File: src/rtl/dual_port_memory_arbiter.sv
// Round-robin arbiter between two cache miss ports and a single-ported 16-bit word memory.
// Byte reads/writes return the full aligned word; a hung memory is released by an ack timeout.
`timescale 1ns/1ps
module dual_port_memory_arbiter #(
  parameter int unsigned ACK_TIMEOUT = 255
) (
  input  logic        clock,
  input  logic        reset,
  input  logic [24:0] memory_request_0,
  input  logic        memory_request_ready_0,
  input  logic [24:0] memory_request_1,
  input  logic        memory_request_ready_1,
  output logic [15:0] memory_response_0,
  output logic        memory_response_ready_0,
  output logic [15:0] memory_response_1,
  output logic        memory_response_ready_1,
  output logic        mem_req,
  output logic        mem_we,
  output logic [14:0] mem_addr,
  output logic [1:0]  mem_byte_en,
  output logic [15:0] mem_wdata,
  input  logic [15:0] mem_rdata,
  input  logic        mem_ack,
  output logic        timeout_flag
);

  localparam logic [7:0] ACK_LIMIT = 8'(ACK_TIMEOUT - 1);

  typedef enum logic [1:0] {ST_IDLE, ST_ISSUE, ST_WAIT, ST_RESP} state_t;

  state_t      state, state_next;
  logic        grant, grant_next, last_grant;
  logic [1:0]  ready_q, slot_full, capture;
  logic [24:0] slot_req_0, slot_req_1, sel_req;
  logic [7:0]  ack_count;
  logic [15:0] word_q;
  logic        ack_done, ack_expired;

  // A slot only reloads on a fresh rising edge once the previous response has been released.
  assign capture[0] = memory_request_ready_0 & ~ready_q[0] & ~slot_full[0] & ~memory_response_ready_0;
  assign capture[1] = memory_request_ready_1 & ~ready_q[1] & ~slot_full[1] & ~memory_response_ready_1;
  assign sel_req    = grant ? slot_req_1 : slot_req_0;

  always_comb begin
    // NOTE: every signal gets a default before the case so no path can infer a latch.
    state_next  = state;
    grant_next  = grant;
    ack_done    = 1'b0;
    ack_expired = 1'b0;
    case (state)
      ST_IDLE: begin
        if (slot_full != 2'b00) begin
          grant_next = (slot_full == 2'b11) ? ~last_grant : slot_full[1];
          state_next = ST_ISSUE;
        end
      end
      ST_ISSUE: state_next = ST_WAIT;
      ST_WAIT: begin
        if (mem_ack) begin
          ack_done   = 1'b1;
          state_next = ST_RESP;
        end else if (ack_count == ACK_LIMIT) begin
          ack_expired = 1'b1;
          state_next  = ST_RESP;
        end
      end
      ST_RESP: state_next = ST_IDLE;
      default: state_next = ST_IDLE;
    endcase
  end

  // NOTE: sequential state uses non-blocking assignments so every register sees pre-edge values.
  always_ff @(posedge clock or negedge reset) begin
    if (!reset) begin
      state      <= ST_IDLE;
      grant      <= 1'b0;
      last_grant <= 1'b1;
    end else begin
      state <= state_next;
      grant <= grant_next;
      if (state == ST_IDLE && state_next == ST_ISSUE) last_grant <= grant_next;
    end
  end

  always_ff @(posedge clock or negedge reset) begin
    if (!reset) begin
      ready_q    <= 2'b00;
      slot_full  <= 2'b00;
      slot_req_0 <= '0;
      slot_req_1 <= '0;
    end else begin
      ready_q <= {memory_request_ready_1, memory_request_ready_0};
      if (capture[0]) begin
        slot_full[0] <= 1'b1;
        slot_req_0   <= memory_request_0;
      end
      if (capture[1]) begin
        slot_full[1] <= 1'b1;
        slot_req_1   <= memory_request_1;
      end
      if (state == ST_RESP) slot_full[grant] <= 1'b0;
    end
  end

  always_ff @(posedge clock or negedge reset) begin
    if (!reset) begin
      mem_req      <= 1'b0;
      mem_we       <= 1'b0;
      mem_addr     <= '0;
      mem_byte_en  <= 2'b00;
      mem_wdata    <= '0;
      ack_count    <= '0;
      word_q       <= '0;
      timeout_flag <= 1'b0;
    end else begin
      case (state)
        ST_ISSUE: begin
          mem_req     <= 1'b1;
          mem_we      <= sel_req[24];
          mem_addr    <= sel_req[15:1];
          mem_wdata   <= {sel_req[23:16], sel_req[23:16]};
          mem_byte_en <= sel_req[24] ? (sel_req[0] ? 2'b10 : 2'b01) : 2'b00;
          ack_count   <= '0;
        end
        ST_WAIT: begin
          if (ack_done || ack_expired) begin
            mem_req     <= 1'b0;
            mem_we      <= 1'b0;
            mem_addr    <= '0;
            mem_byte_en <= 2'b00;
            mem_wdata   <= '0;
            ack_count   <= '0;
            word_q      <= ack_done ? mem_rdata : 16'h0000;
            if (ack_expired) timeout_flag <= 1'b1;
          end else begin
            ack_count <= ack_count + 8'd1;
          end
        end
        default: ;
      endcase
    end
  end

  // Loading a response wins over releasing it, so an early-dropped request still sees one pulse.
  always_ff @(posedge clock or negedge reset) begin
    if (!reset) begin
      memory_response_0       <= '0;
      memory_response_ready_0 <= 1'b0;
      memory_response_1       <= '0;
      memory_response_ready_1 <= 1'b0;
    end else begin
      if (state == ST_RESP && !grant) begin
        memory_response_0       <= word_q;
        memory_response_ready_0 <= 1'b1;
      end else if (memory_response_ready_0 && !memory_request_ready_0) begin
        memory_response_0       <= '0;
        memory_response_ready_0 <= 1'b0;
      end
      if (state == ST_RESP && grant) begin
        memory_response_1       <= word_q;
        memory_response_ready_1 <= 1'b1;
      end else if (memory_response_ready_1 && !memory_request_ready_1) begin
        memory_response_1       <= '0;
        memory_response_ready_1 <= 1'b0;
      end
    end
  end

endmodule
File: config.mk
export PLATFORM = sky130hd
export DESIGN_NAME = dual_port_memory_arbiter
export DESIGN_NICKNAME = d
export VERILOG_FILES = /design/src/rtl/dual_port_memory_arbiter.sv
export SDC_FILE = /design/constraint.sdc
export NUM_CORES = 1
export LEC_CHECK = 0
export CAP_MARGIN = 5
export CORE_UTILIZATION = 50
export CTS_BUF_LIST = sky130_fd_sc_hd__clkbuf_8
export CTS_CLUSTER_DIAMETER = 30
export DETAILED_ROUTE_END_ITERATION = 8
export DONT_BUFFER_PORTS = 1
export GPL_TIMING_DRIVEN = 1
export REMOVE_ABC_BUFFERS = 1
export SLEW_MARGIN = 5
export SYNTH_ARGS = -nofsm -noshare
export SYNTH_HDL_FRONTEND = slang
export SYNTH_SLANG_ARGS = --single-unit
export TNS_END_PERCENT = 5
File: constraint.sdc
create_clock -name clock -period 4.1 [get_ports clock]
set_input_delay 0.82 -clock clock [delete_from_list [all_inputs] [get_ports clock]]
set_output_delay 0.82 -clock clock [all_outputs]
set_load 0.02 [all_outputs]
==> results_dict.tcl, run 1 <==
set metrics [dict create \
    power_density_nw_per_um2 875 \
    antenna_cells 0 \
    crit_buf_inv 1 \
    dp_hpwl_um 8380 \
    drt-wirelength-per-cell_um 20.2 \
    cp.depth 5 \
    worstMarginPinSlew_ns 1.03 \
    post-route-drc-count 0 \
    setup_viol 0 \
    end_kind "flip-flop" \
    yosys.cell_types.count 46 \
    grt_pass1_vias 3960 \
    maxSlewHeadroom_pct 31.1 \
    grt-ovfl-total 0 \
    required_ns 4.46 \
    cp_max_fo 27 \
    drv_cap 0 \
    crit_family "compound AO/OA/AOI/OAI gates" \
    final_cell_mix "dfrtp_1 (143), mux2_2 (72), a22o_1 (32)" \
    cts.htree.levels 4 \
    routed_wl_um 13300 \
    cts_hold_buf 0 \
    rows 40 \
    min_period_ns 2.49 \
    postLayoutCoreUtil_pct 55.7 \
    clk_path_buf_depth 2 \
    cts_resized 0 \
    fin_nets 551 \
    final.period_utilization_pct 60.7 \
    drive_above_1_share_pct 24.2 \
    io_pins 141 \
    cts_tree "done" \
    rr_worst_depth 5 \
    slowest_delay_ns 0.97 \
    antenna_left 0 \
    synth_edf_count 0 \
    worstSetupStartpointType "flip-flop" \
    postCtsSetupBuffers 0 \
    layout_commonest_cell "dfrtp_1" \
    synthArstFlopShare_pct 100 \
    yosys_warnings 0 \
    rsz0062_at_grt "false" \
    clock-root-buffer "clkbuf_8" \
    crit_path_cell_trace "inv_1 -> ha_2 -> mux2_4 -> o21ba_1 -> o2bb2ai_1" \
    avgSynthCellArea_sq_um 13.1 \
    grt_start_max_net_pins 145 \
    clock_sinks 144 \
    min_path_type "primary input to async pin" \
    skew_ns 0.0109 \
    track_usage_pct 21.4 \
    ir_drop_v 0.000403 \
    cts_made_buffers 17 \
    p_leak_nw 2.90 \
    netlist_instances 488 \
    syn-cell-area_sq_um 6390 \
    die_h_um 115 \
    vias_per_cell 5.76 \
    portBuffers 0 \
    synthFlopType "dfrtp_1" \
    worstPathArrival_ns 2.84 \
    area_growth_pct 6.89 \
    grt_pass1_wl_um 21200 \
    vias 3772 \
    setup_tns_ns 0 \
    antenna_found_initial 0 \
    start_util_pct 52.2 \
    drv_slew 0 \
    die_w_um 115 \
    finalWeightedCongestion 0.729 \
    die_area_sq_um 13200 \
    outcome "complete, no violations" \
    core-area_sq_um 12300 \
    yosysSeqAreaShare_pct 56.4 \
    nFillCells 1034 \
    drtIter0Drc 221 \
    worstSetupPathType "flip-flop to flip-flop" \
    first_pass_iters 4 \
    fmax_ghz 0.402 \
    clkTransAtPathRegs_ns 0.08 \
    insertion_delay_ns 0.44 \
    crit_slowest_cell "o21ba_1" \
    ys_ff_latch 144 \
    final_hold_viol_count 0 \
]
cells in the mapped netlist (2+ instances only):
master | count | area (sq um)
nor2_1 | 7 | 26.3
a22o_1 | 32 | 280
o2bb2ai_1 | 25 | 219
clkbuf_1 | 10 | 37.5
buf_6 | 5 | 56.3
a21oi_1 | 20 | 100
o21ai_0 | 22 | 110
buf_4 | 11 | 82.6
or3_1 | 2 | 12.5
a21o_1 | 3 | 22.5
nand3_1 | 5 | 25.0
nor2b_1 | 18 | 113
mux2_2 | 72 | 811
and2_1 | 2 | 12.5
buf_1 | 2 | 7.51
buf_2 | 9 | 45.0
a21oi_2 | 2 | 17.5
nand2_1 | 3 | 11.3
ha_1 | 6 | 75.1
nand3b_1 | 3 | 22.5
nor4b_4 | 2 | 47.6
a31o_2 | 2 | 17.5
mux2i_1 | 25 | 250
mux2_1 | 2 | 22.5
nand4_1 | 2 | 12.5
inv_1 | 9 | 33.8
xor2_1 | 2 | 17.5
dfrtp_1 | 143 | 3580
nand2b_1 | 21 | 131
o21bai_1 | 5 | 37.5
logic make-up (layout without fill, tap and decap cells):
| logic type | count (synthesis) | count (layout) | share of synthesized area (%) |
|---|---|---|---|
| AOI/OAI and AO/OA | 121 | 121 | 13.9 |
| xor gates and xnor gates | 2 | 2 | 0.274 |
| adders and majority gates | 6 | 6 | 1.17 |
| buffers and inverters | 47 | 46 | 4.19 |
| DFF | 144 | 144 | 56.4 |
| muxes | 100 | 100 | 17.2 |
| and+or+nand+nor | 68 | 68 | 6.93 |
worst reg2reg max path, cell delays in order, from the launching register on:
cell and delay, ns:
dfrtp_1 0.43, inv_1 0.11, ha_2 0.20, mux2_4 0.48, o21ba_1 0.99, o2bb2ai_1 0.20
per-stage QoR:
stage               instances  instance area (sq um)  hold WS [ns]  total power, mW  setup slack, ns
finish                    655                   6840        0.0731             5.98             1.61
global route              655                   6840        0.0286             6.36             1.45
CTS                       655                   6840        0.0412             6.05             1.60
detailed placement        623                   6410         0.482             4.85             1.55
global placement          623                   6410         0.465             4.77             1.57
floorplan                 450                   6160         0.452             4.32             1.22
path summary, 6_finish.rpt:
path	from	to	slack, ns
setup / recovery	state[0]$_DFF_PN0_	mem_addr[14]$_DFFE_PN0P_	1.61
hold / removal	reset	slot_req_1[12]$_DFFE_PN0P_	0.07
setup reg to reg	state[0]$_DFF_PN0_	mem_addr[14]$_DFFE_PN0P_	1.61
hold reg to reg	slot_req_0[15]$_DFFE_PN0P_	slot_req_0[15]$_DFFE_PN0P_	0.50
max in group asynchronous	reset	last_grant$_DFFE_PN1P_	3.83
min in group clock	memory_request_ready_0	ready_q[0]$_DFF_PN0_	0.41
routing by layer:
layer	global-route usage, %	wire length [um]
met1	27.5	5770
met2	33.3	6190
met3	8.43	1110
met4	6.75	180
met5	0	0
sequential cells by signal, indices dropped and copies added (netlist names), 2 cells and up:
register and flops:
slot_full 2, ack_count 8, ready_q 2, state 2, slot_req_0 25, mem_wdata 8, memory_response_0 16, slot_req_1 25
word_q 16, mem_addr 15, mem_byte_en 2, memory_response_1 16
power by group:
group / total (mW) / leakage (nW) / switching, mW / internal, mW
clock: 1.18 / 0.223 / 0.522 / 0.662
sequential: 2.91 / 1.70 / 0.856 / 2.05
combinational: 1.89 / 0.975 / 0.881 / 1.01
final cells by class:
cell class                      instances  area (sq um)  area share, %
Sequential cell                       144          3600           52.7
Clock inverter                         11           135           1.98
Timing Repair Buffer                    5          37.5          0.549
Multi-Input combinational cell        297          2520           36.9
Clock buffer                           21           289           4.23
Tap cell                              168           210           3.08
Inverter                                9          33.8          0.494
Note: power is estimated with default switching activity, not from simulation.
==> run 2, diff against run 1 <==
==> constraint.sdc (replaced) <==
create_clock -name clock -period 2.3 [get_ports clock]
set_input_delay 0.46 -clock clock [delete_from_list [all_inputs] [get_ports clock]]
set_output_delay 0.46 -clock clock [all_outputs]
set_load 0.02 [all_outputs]
==> run 2 against run 1 <==
Net effect:
- the flow now finishes with violations (negative hold slack)
- clock-buffer cell count stayed put
- cell count grew 1.2%
- sequential cell count unchanged
- critical path depth increased by 1
- critical path type unchanged
- highest routed layer unchanged
==> results_dict.tcl, run 2 (synthesized netlist as in run 1, its figures left out) <==
set metrics [dict create \
    outcome "finished with violations" \
    violations "negative hold slack" \
    ir_drop_v 0.000740 \
    antenna_cells 0 \
    drt-wirelength-per-cell_um 20.7 \
    p_leak_nw 2.95 \
    core-area_sq_um 12300 \
    vias_per_cell 5.75 \
    clk_path_buf_depth 2 \
    nFillCells 1036 \
    worstPathArrival_ns 2.30 \
    route.met3.wl_um 919 \
    grt-ovfl-total 0 \
    dpl_cell_area_sq_um 6470 \
    required_ns 2.65 \
    finalWeightedCongestion 0.728 \
    start_util_pct 52.2 \
    cts_made_buffers 17 \
    multi_input_area_sq_um 2520 \
    first_pass_iters 4 \
    io_pins 141 \
    grt_pass1_vias 3951 \
    min_path_type "primary input to async pin" \
    cts.htree.levels 4 \
    clock_sinks 144 \
    clock-root-buffer "clkbuf_8" \
    cp_max_fo 29 \
    die_w_um 115 \
    rows 40 \
    clkTransAtPathRegs_ns 0.07 \
    layout_commonest_cell "dfrtp_1" \
    wl_met1_um 6190 \
    track_usage_pct 22.1 \
    drv_cap 0 \
    vias 3811 \
    fin_cells 663 \
    power_density_nw_per_um2 1560 \
    setup_viol 0 \
    worstSetupPathType "flip-flop to flip-flop" \
    final_cell_mix "dfrtp_1 (143), mux2_2 (72), a22o_1 (32)" \
    drv_slew 0 \
    min_period_ns 1.95 \
    grt_pass1_wl_um 22000 \
    wl_met2_um 6470 \
    final_hold_viol_count 144 \
    worstSetupStartpointType "flip-flop" \
    power_mw 10.7 \
    final.period_utilization_pct 84.6 \
    maxSlewHeadroom_pct 44.5 \
    worstMarginPinSlew_ns 0.833 \
    routed_wl_um 13700 \
    dp_cells 631 \
    cts_tree "done" \
    rsz0062_at_grt "false" \
    end_kind "flip-flop" \
    antenna_left 0 \
    regToRegSetupSlack_ns 0.35 \
    seqCellArea_sq_um 3600 \
    insertion_delay_ns 0.44 \
    reg.largest.list "slot_req_0 x25, slot_req_1 x25" \
    cts_resized 0 \
    area_growth_pct 7.63 \
    fin_nets 559 \
    drive_above_1_share_pct 24.4 \
    fmax_ghz 0.514 \
    drtIter0Drc 292 \
    skew_ns 0.0107 \
    antenna_found_initial 0 \
    rr_worst_depth 6 \
    highest_layer "met4" \
    die_area_sq_um 13200 \
    die_h_um 115 \
    grt_start_max_net_pins 145 \
    hold_slack_ns -0.284 \
    portBuffers 0 \
    post-route-drc-count 0 \
    dp_hpwl_um 8850 \
    post-route-cell-area_sq_um 6880 \
]
-- run 2: cell count changes in the layout (fill, tap and decap cells not counted), sizes merged --
cell      previous run  this run
clkinv               5         2
inv                 11        15
buf                  5        13
clkinvlp             1         0
-- run 2: where the power goes --
group | leakage [nW] | total (mW) | switching [mW] | internal [mW]
Combinational | 1.02 | 3.50 | 1.64 | 1.86
Clock | 0.233 | 2.05 | 0.884 | 1.16
Sequential | 1.70 | 5.18 | 1.52 | 3.66
Total | 2.95 | 10.7 | 4.04 | 6.68
-- run 2: cell type report --
| type | count | area share [%] |
|---|---|---|
| sequential | 144 | 52.4 |
| timing repair buffer | 13 | 1.42 |
| inverter | 9 | 0.491 |
| tap | 168 | 3.05 |
| multi-input combinational | 297 | 36.7 |
| clock inverter | 11 | 1.78 |
| clock buffer | 21 | 4.20 |
-- run 2: final timing paths --
path	startpoint	end
setup / recovery	state[0]$_DFF_PN0_	ack_count[5]$_DFFE_PN0P_
hold / removal	reset	slot_req_0[7]$_DFFE_PN0P_
setup reg to reg	state[0]$_DFF_PN0_	ack_count[5]$_DFFE_PN0P_
hold reg to reg	slot_req_1[22]$_DFFE_PN0P_	slot_req_1[22]$_DFFE_PN0P_
max in group asynchronous	reset	last_grant$_DFFE_PN1P_
min in group clock	memory_request_ready_1	ready_q[1]$_DFF_PN0_
-- run 2: layer usage --
| metal | up-vias | GRT usage [%] |
|---|---|---|
| met4 | 0 | 6.93 |
| met1 | 1937 | 29.5 |
| li1 | 1757 | - |
| met5 | - | 0 |
| met3 | 8 | 7.38 |
| met2 | 109 | 34.4 |
-- run 2: per-stage QoR --
stage	util, %	setup slack, ns	TNS [ns]
after detailed placement	52.8	0.366	0
after global routing	56.1	0.137	0
final	56.1	0.355	0
after CTS	56.1	0.339	0
after floorplan	-	-0.577	-14.96
after global placement	52.8	0.383	0
-- run 2: what timing repair did --
item | 4_1_cts | 5_1_grt
buffers inserted | 0 | 0
endpoints found under the hold margin | 144 | 144
endpoints found under the setup margin | 0 | 0
-- run 2: worst max-delay path, cell delays in order (launching register included) --
cell and delay, ns:
dfrtp_1 0.43, inv_1 0.11, ha_2 0.19, buf_4 0.34, nor2b_1 0.26, o21ai_0 0.28
a22oi_1 0.25
